## src/rtl/mem_bus_adapter_if.sv

```systemverilog
// ---------------------------------------------------------------------------
// mem_bus_adapter_if
//
// Data-memory bus between the adapter (master) and the memory (slave).
//
// Handshake: the master raises bus_req together with bus_addr/bus_be/bus_we/
// bus_wdata and holds all of them stable until it samples bus_ack high on a
// rising edge. That edge completes the beat, and bus_rdata is valid in the
// same cycle as bus_ack. The master may drop bus_req without an ack (reset or
// timeout), so the slave must tolerate an abandoned beat.
//
// Signals:
//   bus_req   master->slave  beat request
//   bus_we    master->slave  1 = write
//   bus_addr  master->slave  word-aligned address ([1:0] always 0)
//   bus_be    master->slave  byte enables
//   bus_wdata master->slave  lane-positioned write data
//   bus_rdata slave->master  read data, valid with bus_ack
//   bus_ack   slave->master  beat complete
// ---------------------------------------------------------------------------
interface mem_bus_adapter_if;
  logic        bus_req;
  logic        bus_we;
  logic [31:0] bus_addr;
  logic [3:0]  bus_be;
  logic [31:0] bus_wdata;
  logic [31:0] bus_rdata;
  logic        bus_ack;

  modport master (
    output bus_req, bus_we, bus_addr, bus_be, bus_wdata,
    input  bus_rdata, bus_ack
  );

  modport slave (
    input  bus_req, bus_we, bus_addr, bus_be, bus_wdata,
    output bus_rdata, bus_ack
  );
endinterface

```

## src/rtl/mem_bus_adapter.sv

```systemverilog
// ---------------------------------------------------------------------------
// mem_bus_adapter
//
// Turns one load/store request from the load/store controller (byte address,
// size 1/2/4 bytes, right-aligned write data) into one or two word-aligned bus
// beats with byte enables, and returns right-aligned, zero-filled load data.
// The pipeline is stalled while the access is in flight.
//
// Ports:
//   clk, reset    clock, synchronous active-high reset
//   load, store   request strobes, held by the pipeline while stall=1
//   xfer_size     transfer size in bytes (1, 2 or 4; others are rejected)
//   addr          byte address
//   wr_data       store data, right-aligned
//   rd_data       load result; holds until the next completed load
//   stall         pipeline hold (combinational)
//   done          one-cycle completion pulse
//   err           one-cycle pulse replacing done on reject/timeout
//   bus           memory bus, master side (see mem_bus_adapter_if)
//   dbg_state_o   current FSM state (0 IDLE, 1 BEAT0, 2 BEAT1, 3 FIN)
// ---------------------------------------------------------------------------
module mem_bus_adapter #(
  parameter int          ALLOW_MISALIGNED = 1,
  parameter int unsigned ACK_TIMEOUT      = 0,
  parameter int unsigned TO_W             = 8
) (
  input  logic                     clk,
  input  logic                     reset,
  input  logic                     load,
  input  logic                     store,
  input  logic [2:0]               xfer_size,
  input  logic [31:0]              addr,
  input  logic [31:0]              wr_data,
  output logic [31:0]              rd_data,
  output logic                     stall,
  output logic                     done,
  output logic                     err,
  mem_bus_adapter_if.master        bus,
  output logic [1:0]               dbg_state_o
);

  typedef enum logic [1:0] {
    S_IDLE  = 2'd0,
    S_BEAT0 = 2'd1,
    S_BEAT1 = 2'd2,
    S_FIN   = 2'd3
  } state_t;

  localparam bit             TO_EN   = (ACK_TIMEOUT > 0);
  localparam logic [TO_W-1:0] TO_LAST = TO_W'(TO_EN ? ACK_TIMEOUT - 1 : 0);

  state_t            state_q;
  logic              is_load_q;
  logic [1:0]        off_q;
  logic [31:0]       mask_q;
  logic              cross_q;
  logic [3:0]        be_hi_q;
  logic [31:0]       wdata_hi_q;
  logic [31:0]       r0_q;
  logic [TO_W-1:0]   to_cnt_q;
  logic [31:0]       rd_data_q;
  logic              done_q;
  logic              err_q;
  logic              bus_req_q;
  logic              bus_we_q;
  logic [31:0]       bus_addr_q;
  logic [3:0]        bus_be_q;
  logic [31:0]       bus_wdata_q;

  // ---------------- request decode (IDLE side) ----------------
  logic [1:0]  req_off;
  logic        size_ok;
  logic [3:0]  size_mask;
  logic [31:0] byte_mask;
  logic [3:0]  end_off;
  logic        crosses;
  logic        reject;
  logic [7:0]  be_span;
  logic [63:0] wd_span;

  assign req_off = addr[1:0];

  always_comb begin
    size_ok   = 1'b1;
    size_mask = 4'b0000;
    byte_mask = 32'h0000_0000;
    case (xfer_size)
      3'd1: begin size_mask = 4'b0001; byte_mask = 32'h0000_00FF; end
      3'd2: begin size_mask = 4'b0011; byte_mask = 32'h0000_FFFF; end
      3'd4: begin size_mask = 4'b1111; byte_mask = 32'hFFFF_FFFF; end
      default: size_ok = 1'b0;
    endcase
  end

  assign end_off = {2'b00, req_off} + {1'b0, xfer_size};
  assign crosses = (end_off > 4'd4);
  assign reject  = (load && store) || !size_ok || (crosses && (ALLOW_MISALIGNED == 0));

  // Both beats' enables and data come from one 8-lane span: the low half is
  // beat 0, the spilled high half is beat 1.
  assign be_span = {4'b0000, size_mask} << req_off;
  assign wd_span = {32'h0000_0000, wr_data} << {req_off, 3'b000};

  // ---------------- read assembly (at FIN entry) ----------------
  logic [31:0] beat_lo;
  logic [31:0] beat_hi;
  logic [63:0] rd_span;
  logic [31:0] rd_assembled;

  always_comb begin
    if (state_q == S_BEAT1) begin
      beat_lo = r0_q;
      beat_hi = bus.bus_rdata;
    end else begin
      beat_lo = bus.bus_rdata;
      beat_hi = 32'h0000_0000;
    end
    rd_span      = {beat_hi, beat_lo} >> {off_q, 3'b000};
    rd_assembled = rd_span[31:0] & mask_q;
  end

  // Ack has priority over the timeout in the same cycle.
  logic timed_out;
  assign timed_out = TO_EN && !bus.bus_ack && (to_cnt_q == TO_LAST);

  // ---------------- FSM ----------------
  always_ff @(posedge clk) begin
    if (reset) begin
      state_q     <= S_IDLE;
      is_load_q   <= 1'b0;
      off_q       <= 2'b00;
      mask_q      <= 32'h0000_0000;
      cross_q     <= 1'b0;
      be_hi_q     <= 4'b0000;
      wdata_hi_q  <= 32'h0000_0000;
      r0_q        <= 32'h0000_0000;
      to_cnt_q    <= '0;
      rd_data_q   <= 32'h0000_0000;
      done_q      <= 1'b0;
      err_q       <= 1'b0;
      bus_req_q   <= 1'b0;
      bus_we_q    <= 1'b0;
      bus_addr_q  <= 32'h0000_0000;
      bus_be_q    <= 4'b0000;
      bus_wdata_q <= 32'h0000_0000;
    end else begin
      done_q <= 1'b0;
      err_q  <= 1'b0;
      case (state_q)
        S_IDLE: begin
          if (load || store) begin
            if (reject) begin
              err_q   <= 1'b1;
              state_q <= S_FIN;
            end else begin
              is_load_q   <= load;
              off_q       <= req_off;
              mask_q      <= byte_mask;
              cross_q     <= crosses;
              be_hi_q     <= be_span[7:4];
              wdata_hi_q  <= wd_span[63:32];
              bus_req_q   <= 1'b1;
              bus_we_q    <= store;
              bus_addr_q  <= {addr[31:2], 2'b00};
              bus_be_q    <= be_span[3:0];
              bus_wdata_q <= wd_span[31:0];
              to_cnt_q    <= '0;
              state_q     <= S_BEAT0;
            end
          end
        end

        S_BEAT0, S_BEAT1: begin
          if (bus.bus_ack) begin
            if ((state_q == S_BEAT0) && cross_q) begin
              if (is_load_q) r0_q <= bus.bus_rdata;
              // Address wraps naturally past 0xFFFF_FFFC.
              bus_addr_q  <= bus_addr_q + 32'd4;
              bus_be_q    <= be_hi_q;
              bus_wdata_q <= wdata_hi_q;
              to_cnt_q    <= '0;
              state_q     <= S_BEAT1;
            end else begin
              bus_req_q <= 1'b0;
              done_q    <= 1'b1;
              if (is_load_q) rd_data_q <= rd_assembled;
              state_q   <= S_FIN;
            end
          end else if (timed_out) begin
            bus_req_q <= 1'b0;
            err_q     <= 1'b1;
            state_q   <= S_FIN;
          end else if (TO_EN) begin
            to_cnt_q <= to_cnt_q + TO_W'(1);
          end
        end

        // Requests seen here are ignored; the next one is taken in IDLE.
        S_FIN: state_q <= S_IDLE;

        default: state_q <= S_IDLE;
      endcase
    end
  end

  assign stall = ((state_q == S_IDLE) && (load || store)) ||
                 (state_q == S_BEAT0) || (state_q == S_BEAT1);

  assign rd_data       = rd_data_q;
  assign done          = done_q;
  assign err           = err_q;
  assign dbg_state_o   = state_q;
  assign bus.bus_req   = bus_req_q;
  assign bus.bus_we    = bus_we_q;
  assign bus.bus_addr  = bus_addr_q;
  assign bus.bus_be    = bus_be_q;
  assign bus.bus_wdata = bus_wdata_q;

endmodule

```

## src/flat_wrapper.sv

```systemverilog
// flat-port wrapper written by rule: the top's interface ports become plain ports
module mem_bus_adapter_flat 
#(
  parameter int          ALLOW_MISALIGNED = 1,
  parameter int unsigned ACK_TIMEOUT      = 0,
  parameter int unsigned TO_W             = 8
)
  (clk, reset, load, store, xfer_size, addr, wr_data, rd_data, stall, done, err, dbg_state_o, bus_bus_req, bus_bus_we, bus_bus_addr, bus_bus_be, bus_bus_wdata, bus_bus_rdata, bus_bus_ack);
  mem_bus_adapter_if bus_i ();
  input  logic clk;
  input  logic reset;
  input  logic load;
  input  logic store;
  input  logic [2:0] xfer_size;
  input  logic [31:0] addr;
  input  logic [31:0] wr_data;
  output logic [31:0] rd_data;
  output logic stall;
  output logic done;
  output logic err;
  output logic [1:0] dbg_state_o;
  output wire logic [$bits(bus_i.bus_req)-1:0] bus_bus_req;
  output wire logic [$bits(bus_i.bus_we)-1:0] bus_bus_we;
  output wire logic [$bits(bus_i.bus_addr)-1:0] bus_bus_addr;
  output wire logic [$bits(bus_i.bus_be)-1:0] bus_bus_be;
  output wire logic [$bits(bus_i.bus_wdata)-1:0] bus_bus_wdata;
  input wire logic [$bits(bus_i.bus_rdata)-1:0] bus_bus_rdata;
  input wire logic [$bits(bus_i.bus_ack)-1:0] bus_bus_ack;
  assign bus_bus_req = bus_i.bus_req;
  assign bus_bus_we = bus_i.bus_we;
  assign bus_bus_addr = bus_i.bus_addr;
  assign bus_bus_be = bus_i.bus_be;
  assign bus_bus_wdata = bus_i.bus_wdata;
  assign bus_i.bus_rdata = bus_bus_rdata;
  assign bus_i.bus_ack = bus_bus_ack;
  mem_bus_adapter #(.ALLOW_MISALIGNED(ALLOW_MISALIGNED), .ACK_TIMEOUT(ACK_TIMEOUT), .TO_W(TO_W)) u_core (.clk(clk), .reset(reset), .load(load), .store(store), .xfer_size(xfer_size), .addr(addr), .wr_data(wr_data), .rd_data(rd_data), .stall(stall), .done(done), .err(err), .bus(bus_i), .dbg_state_o(dbg_state_o));
endmodule
```

## config.mk

```make
export PLATFORM = sky130hd
export DESIGN_NAME = mem_bus_adapter_flat
export DESIGN_NICKNAME = d
export VERILOG_FILES = /design/src/rtl/mem_bus_adapter_if.sv /design/src/rtl/mem_bus_adapter.sv /design/src/flat_wrapper.sv
export SDC_FILE = /design/constraint.sdc
export NUM_CORES = 1
export LEC_CHECK = 0
export BUFFER_PORTS_ARGS = -buffer_cell sky130_fd_sc_hd__buf_2
export CAP_MARGIN = 40
export CORE_MARGIN = 4
export CORE_UTILIZATION = 55
export CTS_CLUSTER_DIAMETER = 80
export DETAILED_ROUTE_END_ITERATION = 10
export PLACE_DENSITY_LB_ADDON = 0.12
export SYNTH_ARGS = -nofsm -noshare
export SYNTH_HDL_FRONTEND = slang
export SYNTH_SLANG_ARGS = --single-unit
```

## constraint.sdc

```tcl
create_clock -name clk -period 3.1 [get_ports clk]
set_clock_uncertainty 0.05 [all_clocks]
set_input_delay 0.31 -clock clk [delete_from_list [all_inputs] [get_ports clk]]
set_output_delay 0.31 -clock clk [all_outputs]
set_load 0.005 [all_outputs]
```

### Yosys cells after proc, flatten, opt, wreduce, memory -nomap -nowiden

Cells that the tools add are included.

| operators by class | value |
|---|---|
| $add $sub $neg | 2 |
| $lt $le $gt $ge | 1 |
| equality and inequality tests | 11 |
| shift operators | 3 |
| mux-type cells | 32 |
| bitwise operators | 7 |
| reduce and logical (&&, ||, !) cells | 20 |

Operator list:

| kind | count |
|---|---|
| $mux W32 | 10 |
| $pmux W32 S2 | 2 |
| $pmux W32 S3 | 1 |
| $shl A32 B5 Y64 | 1 |
| $shr A64 B5 Y32 | 1 |
| $add A32 B3 Y32 const B | 1 |
| $and A32 B32 Y32 | 1 |
| $mux W4 | 4 |
| $pmux W4 S3 | 1 |
| $reduce_and A5 Y1 | 2 |
| $reduce_or A3 Y1 | 3 |
| $mux W1 | 8 |
| $ne A2 B2 Y1 const B | 4 |
| $pmux W4 S2 | 1 |
| $reduce_and A4 Y1 | 2 |
| $shl A4 B2 Y8 | 1 |
| $mux W2 | 3 |
| $not A1 Y1 | 6 |
| $pmux W2 S3 | 1 |
| $add A2 B3 Y4 | 1 |
| $eq A2 B2 Y1 const B | 2 |
| $gt A4 B3 Y1 const B | 1 |
| $logic_or A1 B1 Y1 | 4 |
| $eq A3 B1 Y1 const B | 1 |
| 12 further kinds | 14 |

| word-level totals | value |
|---|---|
| flip-flop bits (word level) | 210 |
| bits of input ports | 104 |
| word-level logic and storage cells | 92 |

### Depth between registers and ports, before layout

Gate-level depths: netlist of the first run.

| logic depth | value |
|---|---|
| depth in word-level cells | 8 |
| depth in mapped cells | 11 |

### Worst setup path before layout of the first run

Ideal clock, no wire load.

| timing | value |
|---|---|
| path kind | reg-to-reg |
| start point | reg u_core.state_q[0], in the netlist u_core.dbg_state_o[0] |
| end point | reg u_core.bus_wdata_q[28], in the netlist u_core.bus.bus_wdata[28] |
| data arrival time | 2310 ps |
| data required time | 2980 ps |
| setup slack | 669 ps |
| stages on the path, launching flop included | 10 |
| path buffers | 2 |
| clock period less this slack | 2431 ps |
| cell sequence | dfxtp_1 > inv_1 > ha_1 > clkbuf_1 > nor2b_1 > or2_2 > a211o_1 > buf_2 > or4_1 > a21oi_1 |

| on the way | value |
|---|---|
| word-level cells in the longest chain between the ends | 4 |
| elaborated cells on any way between the ends | 12 |
| classes of those cells | eq/ne (6); mux (1); reduce/logical (5) |

RTL lines:

| item | line | text |
|---|---|---|
| start, declared | mem_bus_adapter.sv:52 | `state_t state_q;` |
| start signal, assigned | mem_bus_adapter.sv:129 | `state_q <= S_IDLE;` |
| start signal, assigned | mem_bus_adapter.sv:154 | `state_q <= S_FIN;` |
| start signal, assigned | mem_bus_adapter.sv:168 | `state_q <= S_BEAT0;` |
| $eq A2 B2 Y1 or $eq A2 B1 Y1 (tied branches) | mem_bus_adapter.sv:149, mem_bus_adapter.sv:175 |  |
| $reduce_or A2 Y1 or $logic_and A1 B1 Y1 (tied branches) | mem_bus_adapter.sv:149, mem_bus_adapter.sv:175 |  |
| $ne A2 B1 Y1 (no source line), or another cell as far along | -- |  |
| $reduce_and A5 Y1 (no source line) | -- |  |
| end signal, assigned | mem_bus_adapter.sv:166 | `bus_wdata_q <= wd_span[31:0];` |
| end signal, assigned | mem_bus_adapter.sv:180 | `bus_wdata_q <= wdata_hi_q;` |
| end, declared | mem_bus_adapter.sv:68 | `logic [31:0] bus_wdata_q;` |

Parallel ways exist; a longest one is shown, timed or not.
A chain may end at the register's enable or synchronous reset.

### Worst setup path after layout of the first run

| timing | value |
|---|---|
| start point | reg u_core.state_q[1], in the netlist u_core.dbg_state_o[1] |
| end point | reg u_core.bus_addr_q[21], in the netlist u_core.bus.bus_addr[21] |

| on the way | value |
|---|---|
| word-level cells in the longest chain between the ends | 4 |
| elaborated cells on any way between the ends | 12 |
| classes of those cells | eq/ne (6); mux (1); reduce/logical (5) |

RTL lines:

| item | line | text |
|---|---|---|
| $eq A2 B2 Y1 or $eq A2 B1 Y1 (tied branches) | mem_bus_adapter.sv:149, mem_bus_adapter.sv:175 |  |
| $reduce_or A2 Y1 or $logic_and A1 B1 Y1 (tied branches) | mem_bus_adapter.sv:149, mem_bus_adapter.sv:175 |  |
| $ne A2 B1 Y1 (no source line), or another cell as far along | -- |  |
| $reduce_and A5 Y1 (no source line) | -- |  |
| end signal, assigned | mem_bus_adapter.sv:164 | `bus_addr_q <= {addr[31:2], 2'b00};` |
| end signal, assigned | mem_bus_adapter.sv:178 | `bus_addr_q <= bus_addr_q + 32'd4;` |
| end, declared | mem_bus_adapter.sv:66 | `logic [31:0] bus_addr_q;` |

Parallel ways exist; a longest one is shown, timed or not.

==> key figures, run 1 <==
Final layout
  – Commonest non-fill, non-tap cell in the layout: buf_2
  – Leading cell types in the layout, fill and taps excluded: buf_2 (208), dfxtp_1 (170), nand2_1 (149), a21oi_1 (111), nor2_1 (107)
  – Diode count: 0
  – Area of the multi-input gates: 5190 sq um
  – Layout filler cell count: between 1000 and 1500
  – Synthesis-to-finish area growth: 19.5%
  – NumNets Final: between 1000 and 1500
  – Register area: 3400 sq um
  – Layout cell share with drive strength beyond 1: between 20% and 30%

Timing
  – Fmax: 0.359 GHz
  – Tightest Pin Transition: approximately 840 ps
  – Worst Slack Setup Final: approximately 310 ps
  – Setup violators final: 0
  – Hold_ws: about 73 ps
  – Tcrit/Tclk final: around nine tenths
  – Final slew viol count: 0
  – Tmin final: between 2000 and 3000 ps
  – Setup TNS: 0 ps
  – Unrepaired setup endpoints after global routing: no
  – Slew margin rel.: between 40% and 50%
  – Hold Fails Final Rpt: 0

Route
  – DR vias/cell: roughly 6.1
  – Wirelength per Cell: roughly 18 um
  – Final ANT Viol Nets: 0
  – Router iterations before antenna repair: 5
  – Vias post-DR: between 9000 and 10000
  – Initial DRC count: roughly 840
  – Detailed-route wire length: 27.5 mm
  – Remaining DRCs: 0

Yosys
  – Ys flop type: dfxtp_1
  – Fraction of registers with async set/reset: 0%
  – Synth Register Bits: 170
  – Number of enable flip-flop cells after synthesis: 0
  – Synthesized instance count: about 1100
  – Synth Area per Inst: 8.06 sq um
  – Post-synthesis sequential area ratio: a little under two fifths
  – Post-synth cell types: 56
  – Mapped Area: ~9000 sq um
  – Yosys synthesis warning count: 0

Setup path
  – CP required: approximately 3400 ps
  – Startpoint types: flip-flop
  – Crit path DAT: around 3100 ps
  – Crit Path Max Fanout: 43
  – Crit path kind: flip-flop to flip-flop
  – Critical Path End Type: flip-flop

Clocking
  – Num CTS Buffers: 17
  – H-tree Lvls: 4
  – Number of setup buffers added after CTS: 0
  – Clk Tree Root Cell: clkbuf_16
  – Sink count of the clock tree: 170
  – Resize count post-CTS: 0
  – # hold bufs at CTS: 0
  – CTS max path bufs: 2
  – Skew-Pair Late Insertion Delay: between 400 and 500 ps
  – TritonCTS clock tree: yes
  – CTS clk-pin slew, worst paths: 70 ps

Power and ir drop
  – Pwr per Cell Area: slightly below 800 nW/um^2
  – Leak pwr: about 4.3 nW
  – VDD IR max: between 0.0005 and 0.0006 V
  – Flop pwr share: between 30% and 40%
  – Clock power share: 25.5%
  – Comb pwr share: about two fifths
  – Switching share of power: 39.9%
  – Int Pwr: just over 0.005 W
  – Total Power: about 0.0084 W
  – P_sw: around 0.0034 W

Placement
  – DPL Wire Length: ~19 mm
  – # port buffers: 208
  – Final GP Congestion: around 0.9
  – Worst slack at placement: between 300 and 400 ps

GRT
  – Vias in the first global route: 8483
  – First-pass GRT wire length: approximately 44 mm
  – Total grt overflow: 0
  – Largest net degree at the start of global routing: 72
  – Initial antenna violation count: 3
  – GRT Resource Usage Total: 29.2%

Floorplanning
  – Die H: 136 um
  – Core Area: 16000 sq um
  – Rows: 46
  – Chip width: 136 um
  – Initial Util: roughly 56%
  – Num ports: between 200 and 250
  – Die Footprint: 18600 sq um

Min path
  – Hold WC Path Type: primary input to flip-flop

Status
  – Status: finished, final reports clean

Flow run
  – Max-cap violation count: 0
## cell usage after synthesis, types with 9 or more instances
cell,number,area (sq um)
o21ai_0,29,145
nor2_1,107,402
a221oi_1,35,307
dfxtp_1,170,3400
a21oi_1,111,556
o22ai_1,16,100
a22oi_1,40,300
clkbuf_1,85,319
mux2_2,57,642
inv_1,19,71.3
nor3_1,34,170
or4_1,9,67.6
nand2b_1,9,56.3
a211oi_1,13,97.6
nor2b_1,12,75.1
nand2_1,149,559
mux2i_1,63,631
nand3_1,32,160
nand4_1,16,100
a211o_1,9,78.8
## per-stage QoR
| stage | std cells | util, % | cell area [sq um] |
|---|---|---|---|
| 3_3_place_gp | 1468 | 63.6 | 10200 |
| 6_report | 1502 | 67.5 | 10800 |
| 4_1_cts | 1502 | 67.5 | 10800 |
| 3_5_place_dp | 1470 | 63.8 | 10200 |
| 5_1_grt | 1502 | 67.5 | 10800 |
| 2_1_floorplan | 1122 | - | 9040 |
## cell families (layout without fill, tap and decap cells)
family	count (synthesis)	in the layout	share of synthesized area (%)
mux	120	120	14.1
fa+ha+maj	9	9	1.30
buf+inv	123	287	5.34
flops	170	170	37.6
other cells	1	2	0.0415
compound gates	290	290	20.9
xor+xnor	3	3	0.374
simple gates	405	405	20.4
## registers in the layout (all words and copies together) (netlist names)
register              flops
u_core.r0_q              32
u_core.bus.bus_we         1
u_core.err                1
u_core.dbg_state_o        2
u_core.wdata_hi_q        24
u_core.mask_q             3
u_core.rd_data           32
u_core.be_hi_q            3
u_core.done               1
u_core.bus.bus_addr      30
u_core.bus.bus_req        1
u_core.cross_q            1
u_core.bus.bus_be         4
u_core.is_load_q          1
u_core.bus.bus_wdata     32
u_core.off_q              2
## power groups by stage
stage,Clock (W),Combinational [W],Sequential (W)
2_1_floorplan,0,0.00231,0.00281
3_5_place_dp,0,0.00339,0.00287
6_report,0.00214,0.00344,0.00283
3_3_place_gp,0,0.00333,0.00287
5_1_grt,0.00225,0.00378,0.00288
4_1_cts,0.00215,0.00341,0.00282
## layout make-up
cell class | count | area share [%]
Multi-Input combinational cell | 829 | 48.0
Sequential cell | 170 | 31.5
Clock inverter | 12 | 1.30
Tap cell | 216 | 2.50
Inverter | 20 | 0.695
Timing Repair Buffer | 235 | 11.8
Clock buffer | 20 | 4.14
## routing by layer
| metal | up-vias | part of all wire [%] | global-route usage, % |
|---|---|---|---|
| li1 | 4366 | - | - |
| met1 | 4313 | 44 | 40.9 |
| met2 | 403 | 45 | 45.5 |
| met3 | 69 | 7.9 | 6.14 |
| met4 | 6 | 2.1 | 8.12 |
| met5 | - | 0.17 | 0 |
## worst max-delay path, stage by stage, from the launching register on
cell,delay [ps]
dfxtp_1,380
inv_1,110
ha_1,240
nor2b_1,150
or2_2,350
a211o_2,590
buf_4,370
a21o_1,180
a221oi_1,270
## final timing paths
path                                            start                      end  slack (ps)  cells past startpoint
worst min-delay path                bus_bus_rdata[24]          u_core.r0_q[24]          70                      3
worst min register to register      u_core.be_hi_q[2]        u_core.be_hi_q[2]         400                      2
worst max register to register  u_core.dbg_state_o[1]  u_core.bus.bus_addr[21]         310                      8
worst max-delay path            u_core.dbg_state_o[1]  u_core.bus.bus_addr[21]         310                      8
(Power assumes the default switching activity.)
==> run 2, diff against run 1 <==
- CTS_BUF_LIST: default -> sky130_fd_sc_hd__clkbuf_16
==> run 2 against run 1 <==
- register-to-register slack hardly changed
- setup slack lost 3.0 ps
- cell count did not move
==> key figures, run 2 (same netlist as run 1, synthesis figures left out) <==
Route
  – Vias post-DR: 9138
  – Initial DRC count: between 800 and 900
  – DR vias/cell: around 6.1
  – Wirelength per Cell: around 18 um
  – Final ANT Viol Nets: 0
  – Remaining DRCs: 0
  – Detailed-route wire length: about 27 mm
  – Router iterations before antenna repair: 7

GRT
  – First-pass GRT wire length: around 44 mm
  – Largest net degree at the start of global routing: 72
  – Initial antenna violation count: 3
  – Vias in the first global route: roughly 8500
  – GRT Resource Usage Total: between 20 and 30%
  – Total grt overflow: 0

Final layout
  – Layout cell share with drive strength beyond 1: approximately 26%
  – Layout filler cell count: 1398
  – Synthesis-to-finish area growth: 19.4%
  – Commonest non-fill, non-tap cell in the layout: buf_2
  – Leading cell types in the layout, fill and taps excluded: buf_2 (208), dfxtp_1 (170), nand2_1 (149), a21oi_1 (111), nor2_1 (107)
  – Layout Utilization: 67.4%
  – NumNets Final: 1385
  – Diode count: 0

Clocking
  – TritonCTS clock tree: yes
  – Num CTS Buffers: 17
  – H-tree Lvls: 4
  – CTS clk-pin slew, worst paths: approximately 70 ps
  – Number of setup buffers added after CTS: 0
  – Resize count post-CTS: 0
  – Sink count of the clock tree: 170
  – CTS max path bufs: 2
  – Skew-Pair Late Insertion Delay: between 400 and 500 ps
  – Clk Tree Root Cell: clkbuf_16
  – # hold bufs at CTS: 0

Power and ir drop
  – Switching share of power: roughly two fifths
  – Int Pwr: 0.00502 W
  – Leak pwr: ~4.3 nW
  – Comb pwr share: approximately 41%
  – P_sw: 0.00336 W
  – Flop pwr share: about a third
  – Clock power share: 25.2%
  – Pwr per Cell Area: just under 800 nW/um^2
  – VDD IR max: around 0.00057 V

Setup path
  – Crit Path Max Fanout: between 40 and 50
  – Crit path to: u_core.bus.bus_addr[21]
  – R2R Setup Slk: about 310 ps
  – Crit. Startpoint: u_core.dbg_state_o[1]
  – Worst R2R Path Depth: 8
  – CP required: 3390 ps
  – Crit path DAT: roughly 3000 ps
  – R2r endpoint: u_core.bus.bus_addr[21]
  – Crit path kind: flip-flop to flip-flop
  – Startpoint types: flip-flop
  – Critical Path End Type: flip-flop
  – Worst r2r src: u_core.dbg_state_o[1]

Floorplanning
  – Rows: 46
  – Chip width: between 100 and 150 um
  – Initial Util: approximately 56%
  – Die H: ~140 um
  – Core Area: approximately 16000 sq um
  – Num ports: around 210
  – Die Footprint: approximately 19000 sq um

Flow run
  – Max-cap violation count: 0

Timing
  – Tmin final: about 2800 ps
  – Slew margin rel.: a little over two fifths
  – Tightest Pin Transition: about 860 ps
  – Unrepaired setup endpoints after global routing: no
  – Fmax: roughly 0.36 GHz
  – Setup TNS: 0 ps
  – Final slew viol count: 0
  – Setup violators final: 0
  – Tcrit/Tclk final: 89.9%
  – Hold Fails Final Rpt: 0

Placement
  – # port buffers: around 210
  – Final GP Congestion: 0.927
  – DPL Wire Length: approximately 19 mm

Status
  – Status: finished, final reports clean

Min path
  – Hold WC Path Type: primary input to flip-flop
run 2: worst min-delay path by stage:
stage,endpoint,slack [ps],depth (start not counted),startpoint
after detailed placement,u_core.be_hi_q[2],390,2,u_core.be_hi_q[2]
after global placement,u_core.be_hi_q[2],380,2,u_core.be_hi_q[2]
after CTS,u_core.r0_q[24],60,3,bus_bus_rdata[24]
after floorplan,u_core.be_hi_q[2],380,2,u_core.be_hi_q[2]
final,u_core.r0_q[24],80,3,bus_bus_rdata[24]
after global routing,u_core.r0_q[24],70,3,bus_bus_rdata[24]
run 2: metal layers:
metal	up-vias	wire (um)	track usage, %
met1	4288	12100	41.0
met2	432	12500	45.4
met4	6	533	8.12
met5	-	46	0
met3	60	2260	6.14
li1	4352	-	-
run 2: layout make-up:
class,instances,area (sq um),share of cell area [%]
sequential,170,3400,31.5
multi-input combinational,829,5190,48.1
tap,216,270,2.50
clock buffer,17,425,3.94
inverter,20,75.1,0.696
timing repair buffer,235,1280,11.8
clock inverter,15,151,1.40
run 2: power groups by stage:
stage | Sequential, W | Combinational [W] | Clock [W]
6_report | 0.00283 | 0.00344 | 0.00211
5_1_grt | 0.00288 | 0.00378 | 0.00222
4_1_cts | 0.00282 | 0.00341 | 0.00212
3_5_place_dp | 0.00287 | 0.00339 | 0
3_3_place_gp | 0.00287 | 0.00333 | 0
2_1_floorplan | 0.00281 | 0.00231 | 0
run 2: metrics by stage:
stage	power (W)	instances	cell area [sq um]	setup slack (ps)	hold WS, ps
floorplan	0.00513	1122	9040	669	377
global placement	0.00620	1468	10200	429	383
detailed placement	0.00626	1470	10200	314	393
CTS	0.00835	1502	10800	320	61.3
global route	0.00887	1502	10800	186	72.6
finish	0.00838	1502	10800	312	75.5
run 2: worst max-delay path, cell delays in order (launching register included):
cell	delay [ps]
dfxtp_1	380
inv_1	110
ha_1	240
nor2b_1	150
or2_2	350
a211o_2	590
buf_4	370
a21o_1	190
a221oi_1	270
==> run 3, diff against run 2 <==
--- a/config.mk
+++ b/config.mk
@@ -7,4 +7,5 @@
 export LEC_CHECK = 0
-export BUFFER_PORTS_ARGS = -buffer_cell sky130_fd_sc_hd__buf_2
+export BUFFER_PORTS_ARGS = -buffer_cell sky130_fd_sc_hd__buf_4
 export CAP_MARGIN = 40
+export CORE_ASPECT_RATIO = 0.9
 export CORE_MARGIN = 4
--- a/constraint.sdc
+++ b/constraint.sdc
@@ -4,2 +4,2 @@
 set_output_delay 0.31 -clock clk [all_outputs]
-set_load 0.005 [all_outputs]
+set_load 0.1 [all_outputs]
==> run 3 against run 2 <==
- global-route usage grew 0.15 points
- clock-buffer cell count is the same
- largest power group unchanged
- cell count shrank 0.73%
==> key figures, run 3 (same netlist as run 1, synthesis figures left out) <==
Status
  – Status: finished, final reports clean

Final layout
  – Layout cell share with drive strength beyond 1: about 26%
  – Diode count: 0
  – Commonest non-fill, non-tap cell in the layout: buf_4
  – Layout Cells excl Fill: ~1500
  – Synthesis-to-finish area growth: 24.2%
  – NumNets Final: between 1000 and 1500
  – Leading cell types in the layout, fill and taps excluded: buf_4 (232), dfxtp_1 (167), nand2_1 (149), a21oi_1 (111), nor2_1 (107)

Placement
  – Dpl cells: 1459
  – DPL Wire Length: between 15 and 20 mm
  – # port buffers: 208
  – Final GP Congestion: approximately 0.94

GRT
  – Grt met1 use: 41.0%
  – Global routing usage on met2: between 40 and 50%
  – GRT Resource Usage Total: 29.3%
  – Largest net degree at the start of global routing: 75
  – Total grt overflow: 0
  – GRT Max-Usage Layer: met2
  – Initial antenna violation count: 1
  – Vias in the first global route: 8579
  – Met3 Track Usage GR: between 7 and 8%
  – First-pass GRT wire length: approximately 44 mm

Route
  – Detailed-route wire length: ~28 mm
  – Final ANT Viol Nets: 0
  – Router iterations before antenna repair: 6
  – DR vias/cell: approximately 6.2
  – Vias post-DR: between 9000 and 10000
  – Initial DRC count: between 800 and 900
  – Wirelength per Cell: 18.6 um
  – Remaining DRCs: 0

Power and ir drop
  – VDD IR max: around 0.00081 V
  – Pwr per Cell Area: 941 nW/um^2
  – Clock power share: approximately a fifth
  – Switching share of power: 51.3%
  – Leak pwr: roughly 4.3 nW
  – Comb pwr share: 53.9%
  – Flop pwr share: a little over a quarter
  – Int Pwr: approximately 0.0052 W
  – P_sw: approximately 0.0054 W

Clocking
  – CTS max path bufs: 2
  – Clk Tree Root Cell: clkbuf_16
  – CTS clk-pin slew, worst paths: 70 ps
  – Sink count of the clock tree: 170
  – H-tree Lvls: 4
  – Number of setup buffers added after CTS: 0
  – # hold bufs at CTS: 0
  – Resize count post-CTS: 0
  – Skew-Pair Late Insertion Delay: 430 ps
  – TritonCTS clock tree: yes
  – Num CTS Buffers: 17

Timing
  – Setup TNS: 0 ps
  – Tmin final: between 2000 and 3000 ps
  – Setup violators final: 0
  – Tcrit/Tclk final: between 90% and 100%
  – Fmax: around 0.35 GHz
  – Tightest Pin Transition: just over 800 ps
  – Hold Fails Final Rpt: 0
  – Final slew viol count: 0
  – Slew margin rel.: between 40 and 50%
  – Unrepaired setup endpoints after global routing: no
  – Hold_ws: 79.5 ps

Floorplanning
  – Chip width: 143 um
  – Initial Util: around 56%
  – Die H: 130 um
  – Rows: 44
  – Num ports: 211
  – Core Area: about 16000 sq um
  – Die Footprint: 18600 sq um

Setup path
  – Crit Path Max Fanout: 38
  – Crit path kind: flip-flop to flip-flop
  – Critical Path End Type: flip-flop
  – CP required: 3360 ps
  – Crit path DAT: between 3000 and 4000 ps
  – Worst R2R Path Depth: 8
  – Startpoint types: flip-flop

Min path
  – Hold WC Path Type: primary input to flip-flop
  – Hold path cells: 3

Flow run
  – Max-cap violation count: 0
-- run 3: cell types whose count changed in the layout (fill, tap and decap cells not counted), sizes merged --
cell,delta
buf,-2
clkinvlp,-1
bufinv,-1
clkinv,+2
-- run 3: worst paths after layout --
path / startpoint / end / slack (ps)
max: u_core.dbg_state_o[1] / u_core.bus.bus_addr[30] / 270
min: bus_bus_rdata[28] / u_core.r0_q[28] / 80
max reg2reg: u_core.dbg_state_o[1] / u_core.bus.bus_addr[30] / 270
min reg2reg: u_core.be_hi_q[2] / u_core.be_hi_q[2] / 400
-- run 3: through the flow --
step	power [W]	utilization, %	setup slack [ps]	cell area [sq um]
2_1_floorplan	0.00718	-	1.24	9050
6_report	0.0106	69.6	270	11200
4_1_cts	0.0106	69.6	294	11200
5_1_grt	0.0111	69.6	92.5	11200
3_5_place_dp	0.00855	66.2	332	10700
3_3_place_gp	0.00850	66.2	383	10700
-- run 3: per-layer routing --
metal,up-vias,wire length (um)
met3,55,2640
met4,2,635
met1,4314,12200
li1,4358,-
met2,456,12200
met5,-,13
-- run 3: critical path: stages (launching register included) --
cell       delay (ps)
dfxtp_2           350
inv_1             100
ha_4              450
nor2b_1           120
a21oi_1           270
a211o_2           600
buf_4             420
nor2_1            150
o2bb2ai_1         190
-- run 3: power by group through the flow --
stage	logic [W]	clock network, W	registers, W
after global routing	0.00606	0.00213	0.00290
after floorplan	0.00240	0	0.00478
final	0.00570	0.00202	0.00285
after detailed placement	0.00566	0	0.00289
after global placement	0.00560	0	0.00289
after CTS	0.00568	0.00204	0.00285
-- run 3: area by class of cell --
cell class                      instances  area [sq um]
Clock buffer                           17           425
Clock inverter                         15           126
Fill cell                            1328          4900
Inverter                               20          75.1
Multi-Input combinational cell        829          5190
Sequential cell                       170          3410
Tap cell                              207           259
Timing Repair Buffer                  233          1750
